$ cat src/rtl/alu_op_dispatcher.sv
// Front end of the ALU control unit. It buffers one request and screens out illegal ops.
// It then pulses begin_signal, waits for end_signal under a watchdog, and returns the result.
module alu_op_dispatcher #(
    parameter int W       = 8,
    parameter int TAG_W   = 4,
    parameter int TIMEOUT = 64
) (
    input  logic             clk,
    input  logic             reset,
    input  logic             req_valid,
    output logic             req_ready,
    input  logic [2:0]       req_op,
    input  logic [W-1:0]     req_x,
    input  logic [W-1:0]     req_y,
    input  logic [TAG_W-1:0] req_tag,
    output logic             begin_signal,
    output logic [2:0]       op,
    output logic [W-1:0]     opnd_x,
    output logic [W-1:0]     opnd_y,
    input  logic             end_signal,
    input  logic [W-1:0]     res_a,
    input  logic [W-1:0]     res_q,
    output logic             rsp_valid,
    input  logic             rsp_ready,
    output logic [2*W-1:0]   rsp_result,
    output logic [TAG_W-1:0] rsp_tag,
    output logic [1:0]       rsp_err,
    output logic             busy
);
    localparam int               CNT_W    = $clog2(TIMEOUT + 1);
    localparam logic [CNT_W-1:0] CNT_LAST = CNT_W'(TIMEOUT - 1);

    localparam logic [2:0] OP_DIV  = 3'b110;
    localparam logic [2:0] OP_ILL  = 3'b111;
    localparam logic [1:0] ERR_OK  = 2'b00;
    localparam logic [1:0] ERR_ILL = 2'b01;
    localparam logic [1:0] ERR_DZ  = 2'b10;
    localparam logic [1:0] ERR_TO  = 2'b11;

    typedef struct packed {
        logic [2:0]       op;
        logic [W-1:0]     x;
        logic [W-1:0]     y;
        logic [TAG_W-1:0] tag;
    } req_t;

    typedef enum logic [1:0] {IDLE, ISSUE, BUSY, RESP} state_t;

    state_t           state;
    req_t             pend;
    logic             pend_valid;
    logic [CNT_W-1:0] to_cnt;

    assign req_ready = ~pend_valid;
    assign busy      = (state != IDLE) | pend_valid;

    // The entry is released when IDLE takes it, so a new request can land during BUSY/RESP.
    always_ff @(posedge clk) begin
        if (reset) begin
            pend_valid <= 1'b0;
            pend       <= '0;
        end else if (req_valid && !pend_valid) begin
            pend_valid <= 1'b1;
            pend.op    <= req_op;
            pend.x     <= req_x;
            pend.y     <= req_y;
            pend.tag   <= req_tag;
        end else if (state == IDLE) begin
            pend_valid <= 1'b0;
        end
    end

    always_ff @(posedge clk) begin
        if (reset) begin
            state        <= IDLE;
            begin_signal <= 1'b0;
            op           <= '0;
            opnd_x       <= '0;
            opnd_y       <= '0;
            rsp_valid    <= 1'b0;
            rsp_result   <= '0;
            rsp_tag      <= '0;
            rsp_err      <= ERR_OK;
            to_cnt       <= '0;
        end else begin
            case (state)
                IDLE: if (pend_valid) begin
                    op      <= pend.op;
                    opnd_x  <= pend.x;
                    opnd_y  <= pend.y;
                    rsp_tag <= pend.tag;
                    if (pend.op == OP_ILL) begin
                        rsp_err    <= ERR_ILL;
                        rsp_result <= '0;
                        rsp_valid  <= 1'b1;
                        state      <= RESP;
                    end else if (pend.op == OP_DIV && pend.y == '0) begin
                        rsp_err    <= ERR_DZ;
                        rsp_result <= '0;
                        rsp_valid  <= 1'b1;
                        state      <= RESP;
                    end else begin
                        begin_signal <= 1'b1;
                        state        <= ISSUE;
                    end
                end
                ISSUE: begin
                    begin_signal <= 1'b0;
                    to_cnt       <= '0;
                    state        <= BUSY;
                end
                // end_signal is checked first so a completion on the last allowed cycle still counts.
                BUSY: begin
                    to_cnt <= to_cnt + CNT_W'(1);
                    if (end_signal) begin
                        rsp_result <= {res_a, res_q};
                        rsp_err    <= ERR_OK;
                        rsp_valid  <= 1'b1;
                        state      <= RESP;
                    end else if (to_cnt == CNT_LAST) begin
                        rsp_result <= '0;
                        rsp_err    <= ERR_TO;
                        rsp_valid  <= 1'b1;
                        state      <= RESP;
                    end
                end
                RESP: if (rsp_ready) begin
                    rsp_valid <= 1'b0;
                    state     <= IDLE;
                end
                default: state <= IDLE;
            endcase
        end
    end
endmodule

$ cat config.mk
export PLATFORM = sky130hd
export DESIGN_NAME = alu_op_dispatcher
export DESIGN_NICKNAME = d
export VERILOG_FILES = /design/src/rtl/alu_op_dispatcher.sv
export SDC_FILE = /design/constraint.sdc
export NUM_CORES = 1
export LEC_CHECK = 0
export CELL_PAD_IN_SITES_DETAIL_PLACEMENT = 0
export CELL_PAD_IN_SITES_GLOBAL_PLACEMENT = 1
export CORE_MARGIN = 2
export CORE_UTILIZATION = 35
export CTS_BUF_LIST = sky130_fd_sc_hd__clkbuf_8
export CTS_CLUSTER_SIZE = 25
export DETAILED_ROUTE_END_ITERATION = 10
export GPL_TIMING_DRIVEN = 0
export MAX_ROUTING_LAYER = met4
export PLACE_DENSITY_LB_ADDON = 0.1
export REMOVE_ABC_BUFFERS = 1
export SLEW_MARGIN = 20
export SYNTH_ARGS = -nofsm -noshare
export SYNTH_HDL_FRONTEND = slang
export SYNTH_SLANG_ARGS = --single-unit
$ cat constraint.sdc
create_clock -name clk -period 2.33 [get_ports clk]
set_input_delay 0.3495 -clock clk [delete_from_list [all_inputs] [get_ports clk]]
set_output_delay 0.3495 -clock clk [all_outputs]
set_load 0.02 [all_outputs]
==> results.md, run 1 <==
* Ant diodes at 0
* Layout Cells excl Fill at 552
* Multi-input logic area at 1350 um2
* Async SR Flop Fraction at 0%
* Status: finished, final reports clean
* Crit share post-route at 98.1%
* VDD IR-drop max at 0.378 mV
* First-pass GRT wire length at 12200 um
* Die height at 97.1 um
* Post-route setup TNS at 0 ps
* Cts hold-fix bufs at 0
* Share of layout cells above drive strength 1 at 4.92%
* Drt first-iter violations at 72
* DR vias at 2642
* Chip width at 97.1 um
* CTS tree: done
* RSZ-0062 raised after global routing: false
* TritonCTS Buffers at 9
* Area of the mapped netlist at 3030 um2
* Fmax at 438 MHz
* Post-synthesis cell type count at 39
* DR pass1 iterations at 5
* Ys flop type: dfxtp_1
* Critical Path Stages at 4
* Slew headroom at 39.3%
* Critical Path Max Stage Delay at 630 ps
* Layout area overhead at 37.4%
* Per-cell routed wire length at 13.3 um
* Critical-path top delay cell: a2111o_2
* Total track usage at 16.2%
* Max_cap viols at 0
* Post-CTS setup buffers at 0
* Final Setup Violations at 0
* CP required at 2530 ps
* DPL Wire Length at 4860 um
* Actual slew at the worst max-slew pin at 911 ps
* Hold_ws at 395 ps
* Post-route DRC at 0
* HP Class: in -> reg
* Filler cells at 807
* H-tree levels at 3
* Vias in the first global route at 2562
* Max Root-Sink Buffers at 2
* Core ar. at 8300 um2
* DRT antenna net count at 0
* Gpl congestion at 0.761
* Crit start category: flip-flop
* Clock Skew at 12.3 ps
* Number of synthesized flops with an enable pin at 0
* IO buf count at 88
* Crit-path cells: or4_1, o311a_1, a2111o_2, mux2i_1
* Root Buffer Master: clkbuf_8
* Rows at 33
* CP Class: reg -> reg
* Reg2reg path depth at 4
* IO Count at 89
* Final wirelength at 7340 um
* Slew Viols, Final at 0
* Synth warnings at 0
* Post-Syn Area per Cell at 8.26 um2
* Largest net degree at the start of global routing at 40
* Final Hold Viols at 0
* Hold Path Cell Cnt at 2
* Die area at 9420 um2
* Cell family with most CP delay: compound AO/OA/AOI/OAI gates
* Synth Register Bits at 76
* Avg Vias per Cell at 4.79
* Leading area contributor after synthesis: dfxtp_1
* Worst Path Buf+Inv at 0
* Worst-path maximum fanout at 18
* Reg clk slew, reported paths at 80 ps
* Dpl cells at 538
* Sequential cell area at 1520 um2
* Nets at 493
* Worst skew pair latency at 340 ps
* Synth area leaders: dfxtp_1 50%, nand2_1 17%, a21oi_1 8.7%
* Sequential fraction of the synthesis area at 50.2%
* Hold_sp: reset
* Crit path launch: pend[11]
* # clock sinks at 76
* Power per Cell Area at 821 nW/um2
* Initial Util at 36.5%
* Static Leakage at 1.56 nW
* Post-Syn Instances at 367
* Initial antenna violation count at 0
* Total gr overflow at 0
* Final min period at 2290 ps
* Arr. time, crit path at 2480 ps
* CP Capture Type: flip-flop
* Reg2reg start: pend[11]
* Synth top area share at 50.2%
timing repair:
item                                   4_1_cts  5_1_grt
resized for setup                            2        0
pin swaps                                    0        1
endpoints found under the hold margin        0        0
setup endpoints to repair                   19       18
cells by family after synthesis:
family                   synth area share [%]
adder cells (fa/ha/maj)                  2.06
XOR/XNOR                                0.867
buffers and inverters                    5.37
AND/OR/NAND/NOR                          22.1
flip-flops                               50.2
multiplexers                             5.94
AO/OA/AOI/OAI                            13.5
flip-flops by register name, summed over array words and instances (netlist names):
name	flops
op	3
opnd_y	8
to_cnt	7
rsp_result	16
rsp_err	2
rsp_valid	1
pend	23
begin_signal	1
opnd_x	8
state	2
pend_valid	1
rsp_tag	4
worst reg2reg max path, stage by stage, from the launching register on:
cell and delay (ps):
dfxtp_1 320, or4_1 580, o311a_1 400, a2111o_2 630
mux2i_1 210
power breakdown:
part	total (mW)	switching, mW	internal, mW
logic	0.813	0.478	0.335
clock network	1.17	0.477	0.698
registers	1.43	0.0518	1.38
metrics by stage:
stage | total power [mW] | util (%) | cell area (um2) | setup WS (ps)
after floorplan | 1.95 | - | 2900 | 138
after global placement | 2.28 | 47.1 | 3910 | -2060
after detailed placement | 2.30 | 47.5 | 3940 | -135
after CTS | 3.47 | 50.2 | 4170 | 3.77
after global routing | 3.60 | 50.2 | 4170 | 3.42
final | 3.42 | 50.2 | 4170 | 44.3
cells in the mapped netlist (2+ instances only):
cell,number
ha_1,5
dlygate4sd1_1,2
mux2i_1,18
clkbuf_1,17
nand3_1,3
nand2b_1,3
nor2_1,6
nor2b_1,2
o21ai_0,7
inv_1,7
and2b_1,2
nand2_1,134
nand4_1,3
buf_6,2
o2111ai_1,2
xor2_1,3
dfxtp_1,76
a21oi_1,53
a211oi_1,2
layout by cell type (no fill, tap or decap), types with 2 or more instances in the layout:
master and n:
bufinv_16 3, nand3_1 3, nand2b_1 3, o21ai_0 7, inv_1 7, a21oi_1 53, ha_1 5, a211oi_1 2
o2111ai_1 2, clkbuf_8 9, xor2_1 3, mux2i_1 18, nand4_1 3, clkdlybuf4s50_1 86, dfxtp_1 76, and2b_1 2
nand2_1 134, nor2_1 6
worst paths after layout:
kind / endpoint / slack (ps)
min reg2reg: rsp_tag[2] / 440
max: rsp_result[0] / 40
min: opnd_x[2] / 400
max reg2reg: rsp_result[0] / 40
final cells by class:
cell class | count | area share [%]
clock inverters | 5 | 2.46
inverters | 7 | 0.631
flip-flops and latches | 76 | 36.5
multi-input cells | 260 | 32.4
well taps | 105 | 3.15
repair buffers | 90 | 21.8
clock buffers | 9 | 2.97
layer usage:
layer  global-route usage (%)  part of all wire, %  vias up
met1                     20.4                   48     1196
met2                     25.3                   45       74
met5                        -                    0        -
met4                     5.85                  1.3        0
li1                         -                    -     1362
met3                     3.96                  5.1       10
(Power assumes the default switching activity.)
==> run 2, diff against run 1 <==
--- a/config.mk
+++ b/config.mk
@@ -5,6 +5,7 @@
 export SDC_FILE = /design/constraint.sdc
 export NUM_CORES = 1
 export LEC_CHECK = 0
+export CAP_MARGIN = 40
 export CELL_PAD_IN_SITES_DETAIL_PLACEMENT = 0
 export CELL_PAD_IN_SITES_GLOBAL_PLACEMENT = 1
 export CORE_MARGIN = 2
==> run 2 against run 1 <==
  * Critical path depth up 1
  * Largest power group unchanged
  * Cell area up 2.7%
  * Sequential power barely moved
  * Combinational power rose by 7.1%
  * Clock-buffer cell count increased by 2
  * Power rose by 6.7%
  * Sequential cell count unchanged
  * Cell count grew 0.91%
  * Fmax is 1.1% higher
  * Clock power increased by 15%
  * Core utilization is 1.4 points higher
  * Non-clock buffer count rose by 4
==> results.md, run 2 (same netlist as run 1, synthesis figures left out) <==
* Reg-to-reg slack, setup at 70 ps (+30 ps)
* End point of the worst hold path: opnd_x[2]
* # clock sinks at 76 (unchanged)
* DPL Wire Length at 4980 um (+2.5%)
* Met3 WL at 381 um (+1.9%)
* Avg Vias per Cell at 4.81 (+0.57%)
* Reg2reg start: pend[11]
* HP Class: in -> reg
* DRT antenna net count at 0 (unchanged)
* Clock share of power at 36.9% (+2.6 points)
* Hold_sp: reset
* Seq pwr share at 39.3% (-2.6 points)
* Slew headroom at 50.8% (+12 points)
* CP Capture Type: flip-flop
* CTS tree: done
* Max_cap viols at 0 (unchanged)
* Arr. time, crit path at 2490 ps (about the same)
* DR vias at 2681 (+1.5%)
* Top layer in use: met4
* Layout Cells excl Fill at 557 (+0.91%)
* Power per Cell Area at 853 nW/um2 (+3.8%)
* Sequential cell area at 1520 um2 (about the same)
* Worst-path maximum fanout at 14 (-4)
* Per-cell routed wire length at 13.3 um (-0.36%)
* Commonest non-fill, non-tap cell in the layout: nand2_1
* TritonCTS Buffers at 9 (unchanged)
* Reg clk slew, reported paths at 80 ps (about the same)
* Dpl cells at 541 (+0.56%)
* Max Root-Sink Buffers at 2 (unchanged)
* Top Registers: pend x23, rsp_result x16
* Multi-input logic area at 1350 um2 (+0.19%)
* First-pass GRT wire length at 12200 um (-0.39%)
* Layout area overhead at 41.2%
* Cts hold-fix bufs at 0 (unchanged)
* Initial Util at 36.5% (unchanged)
* Die height at 97.1 um (unchanged)
* DR pass1 iterations at 4 (-1)
* IO buf count at 88 (unchanged)
* Static Leakage at 1.61 nW (+3.4%)
* Initial antenna violation count at 0 (unchanged)
* Drt first-iter violations at 81 (+13%)
* Vias in the first global route at 2597 (+1.4%)
* Net Sw Power at 1.02 mW (+0.86%)
* Ant diodes at 0 (unchanged)
* Rows at 33 (unchanged)
* WL met2 at 3380 um (+1.5%)
* Final Hold Viols at 0 (unchanged)
* H-tree levels at 3 (unchanged)
* RSZ-0062 raised after global routing: false
* Share of layout cells above drive strength 1 at 6.19% (+1.3 points)
* Total track usage at 16.2% (about the same)
* CP Class: reg -> reg
* Reg2reg path depth at 5 (+1)
* VDD IR-drop max at 0.381 mV (+0.65%)
* CP required at 2560 ps (+30 ps)
* Nets at 497 (+0.81%)
* Core ar. at 8300 um2 (unchanged)
* Worst setup margin at 69.8 ps (+25.5 ps)
* Fmax at 442 MHz (+1.1%)
* Crit share post-route at 97.0% (-1.1 points)
* Clock Skew at 10.0 ps (-2.25 ps)
* Reg with most FFs: pend
* Status: finished, final reports clean
* Worst skew pair latency at 340 ps (about the same)
* Internal power at 2.64 mW (+9.1%)
* Max reg flops at 23 (unchanged)
* Root Buffer Master: clkbuf_8
* Filler cells at 806 (-0.12%)
* Post-CTS setup buffers at 0 (unchanged)
* Final wirelength at 7380 um (+0.54%)
* Switching portion of total power at 27.8% (-1.6 points)
* Slew Viols, Final at 0 (unchanged)
* Post-route DRC at 0 (unchanged)
* M1 WL at 3530 um (-0.37%)
* IO Count at 89 (unchanged)
* Hold Path Cell Cnt at 2 (unchanged)
* R2R Path End: rsp_result[6]
* Crit start category: flip-flop
* Chip width at 97.1 um (unchanged)
* Largest net degree at the start of global routing at 40 (unchanged)
* Final min period at 2260 ps (-25.5 ps)
* Actual slew at the worst max-slew pin at 738 ps (-173 ps)
* Final Setup Violations at 0 (unchanged)
* DP Worst Slack at 41.4 ps (+176 ps)
* Commonest non-fill, non-tap cells in the layout: 134 x nand2_1, 86 x clkdlybuf4s50_1, 75 x dfxtp_1, 53 x a21oi_1, 17 x mux2i_1
* Gpl congestion at 0.761 (unchanged)
* Total gr overflow at 0 (unchanged)
* Logic gate share of total power at 23.9% (about the same)
* Die area at 9420 um2 (unchanged)
## run 2: cell count changes in the layout (fill, tap and decap cells not counted), sizes merged
cell	delta
clkinv	-1
buf	+4
bufinv	+1
clkbuf	+2
clkinvlp	-1
## run 2: worst max-delay path: stages, from the launching register on
cell      delay, ps
dfxtp_1         320
or4_1           580
o311a_1         400
a2111o_1        460
buf_12          230
mux2i_2         150
## run 2: cell type report
cell class,count,area share [%]
Sequential cell,76,35.6
Multi-Input combinational cell,260,31.6
Timing Repair Buffer,94,22.8
Clock buffer,11,3.54
Tap cell,105,3.07
Clock inverter,4,2.81
Inverter,7,0.614
## run 2: repair_timing
item	in CTS	in global routing
setup endpoints to repair	1	10
gates resized for setup	1	4
pin swaps	0	1
endpoints found under the hold margin	0	0
## run 2: stage by stage
stage               hold slack (ps)  setup TNS [ps]  power [mW]  instance area [um2]  utilization, %
floorplan                       419               0        1.95                 2900               -
global placement                442          -57690        2.28                 3910            47.1
detailed placement              446               0        2.33                 3990            48.0
CTS                             394               0        3.68                 4260            51.3
global route                    426               0        3.84                 4280            51.6
finish                          406               0        3.65                 4280            51.6
## run 2: how the worst max path moves through the flow
stage | start | end | cells past startpoint
global route | pend[11] | rsp_result[6] | 5
detailed placement | pend[11] | rsp_result[12] | 5
CTS | pend[11] | rsp_result[12] | 5
global placement | reset | rsp_result[14] | 5
floorplan | pend[11] | rsp_err[0] | 4
finish | pend[11] | rsp_result[6] | 5
## run 2: power by group through the flow
stage | Sequential [mW] | Clock [mW] | Combinational (mW)
floorplan | 1.50 | 0 | 0.451
global placement | 1.46 | 0 | 0.824
detailed placement | 1.47 | 0 | 0.865
CTS | 1.43 | 1.38 | 0.863
global route | 1.45 | 1.44 | 0.952
finish | 1.43 | 1.35 | 0.871
## run 2: metal layers
metal  track usage, %  vias to the layer above
met5                -                        -
met4             4.44                        0
met3             5.04                        9
met2             26.1                       71
met1             19.6                     1227
li1                 -                     1374
